==> config.mk <==
export PLATFORM = sky130hd
export DESIGN_NAME = csr_wport_arbiter
export DESIGN_NICKNAME = d
export VERILOG_FILES = /design/src/rtl/csr_wport_arbiter.sv
export SDC_FILE = /design/constraint.sdc
export NUM_CORES = 1
export LEC_CHECK = 0
export BUFFER_PORTS_ARGS = -buffer_cell sky130_fd_sc_hd__clkbuf_2
export CAP_MARGIN = 10
export CORE_UTILIZATION = 49
export CTS_BUF_LIST = sky130_fd_sc_hd__clkbuf_16
export CTS_CLUSTER_SIZE = 25
export DETAILED_ROUTE_END_ITERATION = 6
export GPL_TIMING_DRIVEN = 0
export PLACE_DENSITY = 0.89
export SLEW_MARGIN = 10
export SYNTH_ARGS = -nofsm -noshare
export SYNTH_HDL_FRONTEND = slang
export SYNTH_SLANG_ARGS = --single-unit
==> constraint.sdc <==
create_clock -name clk -period 3.5 [get_ports clk]
set_clock_uncertainty 0.1 [all_clocks]
set_input_delay 0.7 -clock clk [delete_from_list [all_inputs] [get_ports clk]]
set_output_delay 0.7 -clock clk [all_outputs]
set_load 0.1 [all_outputs]
==> src/rtl/csr_wport_arbiter.sv <==
// Arbitrates the CSR register-file write port between the WB-stage write and N_REQ hardware
// requesters (pipeline first, round-robin otherwise, starvation stall). Option: CSR_ARB_STATS_EN.
module csr_wport_arbiter #(
    parameter int N_REQ      = 3,
    parameter int STARVE_LIM = 8
) (
    input  logic                  clk,
    input  logic                  rst,
    input  logic                  csr_reg_write_en_WB,
    input  logic [11:0]           csr_addr_WB,
    input  logic [31:0]           csr_data_WB,
    input  logic [N_REQ-1:0]      req,
    input  logic [12*N_REQ-1:0]   req_addr,
    input  logic [32*N_REQ-1:0]   req_data,
    output logic [N_REQ-1:0]      ack,
    output logic [N_REQ-1:0]      drop,
    output logic                  csr_stall_req,
    output logic                  csr_we,
    output logic [11:0]           csr_waddr,
`ifdef CSR_ARB_STATS_EN
    output logic [31:0]           csr_wdata,
    output logic [31:0]           stall_cycles,
    output logic [15:0]           drop_count
`else
    output logic [31:0]           csr_wdata
`endif
);
    localparam int PTR_W = (N_REQ > 1) ? $clog2(N_REQ) : 1;

    typedef enum logic [1:0] {ST_IDLE, ST_ARB, ST_STARVE} state_t;

    state_t             r_state, w_state_next;
    logic [PTR_W-1:0]   r_ptr;
    logic [7:0]         r_wait, w_wait_next;
    logic [N_REQ-1:0]   r_ack, r_drop;
    logic               r_stall, r_we;
    logic [11:0]        r_waddr;
    logic [31:0]        r_wdata;

    logic [N_REQ-1:0]   w_pending, w_drop_vec, w_live, w_grant_vec;
    logic               w_grant_vld;
    logic [PTR_W-1:0]   w_grant_idx, w_ptr_next;

    // A request acked/dropped last cycle is still visible on req until the requester reacts.
    assign w_pending = req & ~(r_ack | r_drop);

    generate
        for (genvar gi = 0; gi < N_REQ; gi++) begin : g_conflict
            assign w_drop_vec[gi] = csr_reg_write_en_WB && w_pending[gi] &&
                                    (req_addr[12*gi +: 12] == csr_addr_WB);
        end
    endgenerate

    assign w_live = w_pending & ~w_drop_vec;

    always_comb begin
        int idx;
        idx         = 0;
        w_grant_vld = 1'b0;
        w_grant_idx = '0;
        if (!csr_reg_write_en_WB) begin
            for (int k = 0; k < N_REQ; k++) begin
                idx = int'(r_ptr) + k;
                if (idx >= N_REQ) idx = idx - N_REQ;
                if (!w_grant_vld && w_pending[idx]) begin
                    w_grant_vld = 1'b1;
                    w_grant_idx = PTR_W'(idx);
                end
            end
        end
    end

    assign w_grant_vec = w_grant_vld ? (N_REQ'(1) << w_grant_idx) : '0;
    assign w_ptr_next  = (w_grant_idx == PTR_W'(N_REQ - 1)) ? '0 : w_grant_idx + 1'b1;

    always_comb begin
        w_wait_next = r_wait;
        if (w_grant_vld || (w_live == '0))
            w_wait_next = '0;
        else if (r_wait != 8'(STARVE_LIM))
            w_wait_next = r_wait + 8'd1;
    end

    always_comb begin
        w_state_next = r_state;
        case (r_state)
            ST_IDLE: begin
                if (w_live != '0) w_state_next = ST_ARB;
            end
            ST_ARB: begin
                if (w_live == '0)
                    w_state_next = ST_IDLE;
                else if (w_wait_next == 8'(STARVE_LIM))
                    w_state_next = ST_STARVE;
            end
            ST_STARVE: begin
                if (w_grant_vld)
                    w_state_next = ((w_live & ~w_grant_vec) != '0) ? ST_ARB : ST_IDLE;
                else if (w_live == '0)
                    w_state_next = ST_IDLE;
            end
            default: w_state_next = ST_IDLE;
        endcase
    end

    always_ff @(posedge clk) begin
        if (rst) begin
            r_state <= ST_IDLE;
            r_ptr   <= '0;
            r_wait  <= '0;
            r_ack   <= '0;
            r_drop  <= '0;
            r_stall <= 1'b0;
            r_we    <= 1'b0;
            r_waddr <= '0;
            r_wdata <= '0;
        end else begin
            r_state <= w_state_next;
            r_wait  <= w_wait_next;
            r_ack   <= w_grant_vec;
            r_drop  <= w_drop_vec;
            r_stall <= (w_state_next == ST_STARVE);
            if (w_grant_vld) r_ptr <= w_ptr_next;
            if (csr_reg_write_en_WB) begin
                r_we    <= 1'b1;
                r_waddr <= csr_addr_WB;
                r_wdata <= csr_data_WB;
            end else if (w_grant_vld) begin
                r_we    <= 1'b1;
                r_waddr <= req_addr[int'(w_grant_idx)*12 +: 12];
                r_wdata <= req_data[int'(w_grant_idx)*32 +: 32];
            end else begin
                r_we    <= 1'b0;
            end
        end
    end

    assign ack           = r_ack;
    assign drop          = r_drop;
    assign csr_stall_req = r_stall;
    assign csr_we        = r_we;
    assign csr_waddr     = r_waddr;
    assign csr_wdata     = r_wdata;

`ifdef CSR_ARB_STATS_EN
    logic [31:0] r_stall_cycles;
    logic [15:0] r_drop_count;
    logic [3:0]  w_drop_cnt;
    logic [16:0] w_dc_sum;

    always_comb begin
        w_drop_cnt = '0;
        for (int k = 0; k < N_REQ; k++)
            w_drop_cnt = w_drop_cnt + 4'(w_drop_vec[k]);
    end

    assign w_dc_sum = {1'b0, r_drop_count} + 17'(w_drop_cnt);

    always_ff @(posedge clk) begin
        if (rst) begin
            r_stall_cycles <= '0;
            r_drop_count   <= '0;
        end else begin
            if (r_stall) r_stall_cycles <= r_stall_cycles + 32'd1;
            r_drop_count <= w_dc_sum[16] ? 16'hFFFF : w_dc_sum[15:0];
        end
    end

    assign stall_cycles = r_stall_cycles;
    assign drop_count   = r_drop_count;
`endif
endmodule

==> impl_metrics.toml <==
[routing]
antenna_left = 0
wl_per_cell_um = 18.5
drt_pass1_iterations = 7
drt_iter0_markers = 390
routed_wl_um = 16100
vias_per_cell = 6.16
vias = 5368
drcViolationCount = 1

[synthesis]
synth_compound_area_frac = 0.298
ys_seq_elements = 64
synth_cell_types = 52
syn_area_per_cell_um2 = 8.34
synth-simple-area-share = 0.235
synthMuxAreaShare = 0.00722
synth_cells = 520
synth_xor_area_frac = 0.0889
syn_nets = 706
synth_top_family_by_area = "compound AO/OA/AOI/OAI gates"
synth_top_cell_by_area = "dfxtp_1"
synth_seq_area_share = 0.296
synth_enable_flop_cells = 0
async_reset_ff_frac = 0
ys.flop_type = "dfxtp_1"
syn_area_mm2 = 0.00434
synth.top_cell.area_share = 0.296
yosys_warnings = 0
yosys-top-cells-area = "dfxtp_1, a22o_1, o311ai_1"
synthAdderAreaFrac = 0.0115

[global_route]
grt_pass1_wl_um = 24600
track_usage = 0.349
grt_max_degree = 11
overflow = 0
antenna_found_initial = 0
grt_pass1_vias = 5166

[sta]
setup_viol = 0
max_freq_ghz = 0.319
period_minus_slack_ns = 3.14
rsz0062_at_grt = "no"
final_max_slew_viol_count = 0
whs_ns = 0.396
finalWorstSetupSlack_ns = 0.361
finalSetupTns_ns = 0
hold_viol = 0
slew_headroom = 0.456
min_period_over_period = 0.897
worst_slew_pin_slew_ns = 0.811

[cts]
clock_latency_ns = 0.33
cts_buffer_depth = 2
cts_buffers = 9
root_buffer = "clkbuf_16"
h-tree-depth = 3
clock-sinks = 64
post_cts_buffers = 0
tritoncts = "built"
cts-resized-gates = 0
clkTransAtPathRegs_ns = 0.06
postCtsHoldBufs = 0

[finish]
layout_commonest_cell = "clkbuf_2"
fillers = 690
drive_above_1_share = 0.353
fin_nets = 948
diodes = 0
final_cell_mix = "clkbuf_2, dfxtp_1, nand2_1"
area_growth_pct = 36.2

[worst_setup_path]
critPathKind = "flop to flop"
critPathMaxFanout = 10
cp.required_ns = 3.65
startpoint_type = "flop"
cp.arrival_ns = 3.29
endpoint_kind = "flop"

[power]
p_leak_nw = 2.64
power.density_mw_per_mm2 = 519
ir_drop_uv = 337

[place]
place_ws_ns = 0.348
gp_congestion = 0.952
portBuffers = 231
hpwlAfterDp_um = 12300

[floorplanning]
ios = 234
core_mm2 = 0.00838
fp.dieArea_mm2 = 0.00923
start_util = 0.517
rows = 33
die-width_um = 96.1
die_h_um = 96.1

[outcome]
status = "finished with violations"
violations = "design-rule violations"

[min_path]
hp-class = "flop to flop"

[run]
cap_violations = 0
[state kept, by name, summed over array words and instances (netlist names)]
| signal | flops |
|---|---|
| csr_waddr | 12 |
| csr_we | 1 |
| csr_stall_req | 1 |
| drop | 3 |
| r_state | 2 |
| csr_wdata | 32 |
| r_wait | 8 |
| r_ptr | 2 |
| ack | 3 |
[report_power, final]
part	internal (W)	total, W	leakage (nW)	switching, W
logic	0.000391	0.00135	1.97	0.000958
clock network	0.000539	0.000867	0.147	0.000328
registers	0.000803	0.000848	0.528	0.0000446
total	0.00173	0.00306	2.64	0.00133
[final cells by class]
class / instances / area, µm² / share of cell area
multi-input cells: 398 / 2780 / 0.470
flip-flops and latches: 64 / 1280 / 0.217
repair buffers: 231 / 1160 / 0.196
plain buffers: 50 / 249 / 0.0422
clock buffers: 9 / 225 / 0.0382
well taps: 105 / 131 / 0.0223
clock inverters: 7 / 55.1 / 0.00933
inverters: 8 / 30.0 / 0.00509
[through the flow]
step           instances  total power [W]  instance area, µm²   util
3_3_place_gp         856          0.00216                5620  0.671
5_1_grt              872          0.00318                5900  0.704
6_report             872          0.00306                5900  0.704
3_5_place_dp         856          0.00219                5620  0.671
2_1_floorplan        520          0.00185                4340      -
4_1_cts              872          0.00305                5900  0.704
[synth_stat cells (all sizes together) (2+ instances only)]
library cell,count
nor2b,16
nand3,32
xor2,15
a222oi,12
nor4,6
mux2i,2
or3b,3
dfxtp,64
or3,2
ha,4
a31oi,13
o21ai,2
clkbuf,29
a22o,32
nand2,37
or2,3
inv,7
o211ai,2
o22ai,2
nor2,15
and3,5
nor3,14
nor3b,33
a211oi,2
o21bai,31
buf,21
nand4,6
o311ai,32
a21oi,35
o2111ai,2
and2,2
xnor2,29
[final timing paths]
path              cells after the start                  startpoint  slack [ns]                    endpoint
hold reg to reg                       2  csr_waddr[11]$_SDFFE_PP0P_        0.40  csr_waddr[11]$_SDFFE_PP0P_
hold / removal                        2  csr_waddr[11]$_SDFFE_PP0P_        0.40  csr_waddr[11]$_SDFFE_PP0P_
setup reg to reg                     10       r_ptr[0]$_SDFFE_PP0P_        0.36   csr_waddr[9]$_SDFFE_PP0P_
setup / recovery                     10       r_ptr[0]$_SDFFE_PP0P_        0.36   csr_waddr[9]$_SDFFE_PP0P_
[critical path, stage by stage (launching register included)]
cell and delay (ns):
dfxtp_1 0.37, inv_1 0.06, ha_1 0.39, nor3_1 0.20
a21oi_1 0.06, o21ai_1 0.64, or2_1 0.20, buf_6 0.14
clkbuf_1 0.50, nand3_1 0.19, a31oi_1 0.19
[per-layer routing]
| metal | vias up | track usage | share of wire |
|---|---|---|---|
| li1 | 2460 | - | - |
| met1 | 2516 | 0.416 | 0.39 |
| met2 | 342 | 0.587 | 0.49 |
| met3 | 50 | 0.0885 | 0.095 |
| met4 | 0 | 0.155 | 0.027 |
| met5 | - | 0 | 0 |
[cell families (layout without fill, tap and decap cells)]
kind of cell	after synthesis	in the layout
XOR/XNOR	44	44
AO/OA/AOI/OAI	169	169
buffers and inverters	58	305
adder cells (fa/ha/maj)	4	4
multiplexers	3	3
flip-flops	64	64
AND/OR/NAND/NOR	178	178
Note: power is estimated with default switching activity, not from simulation.
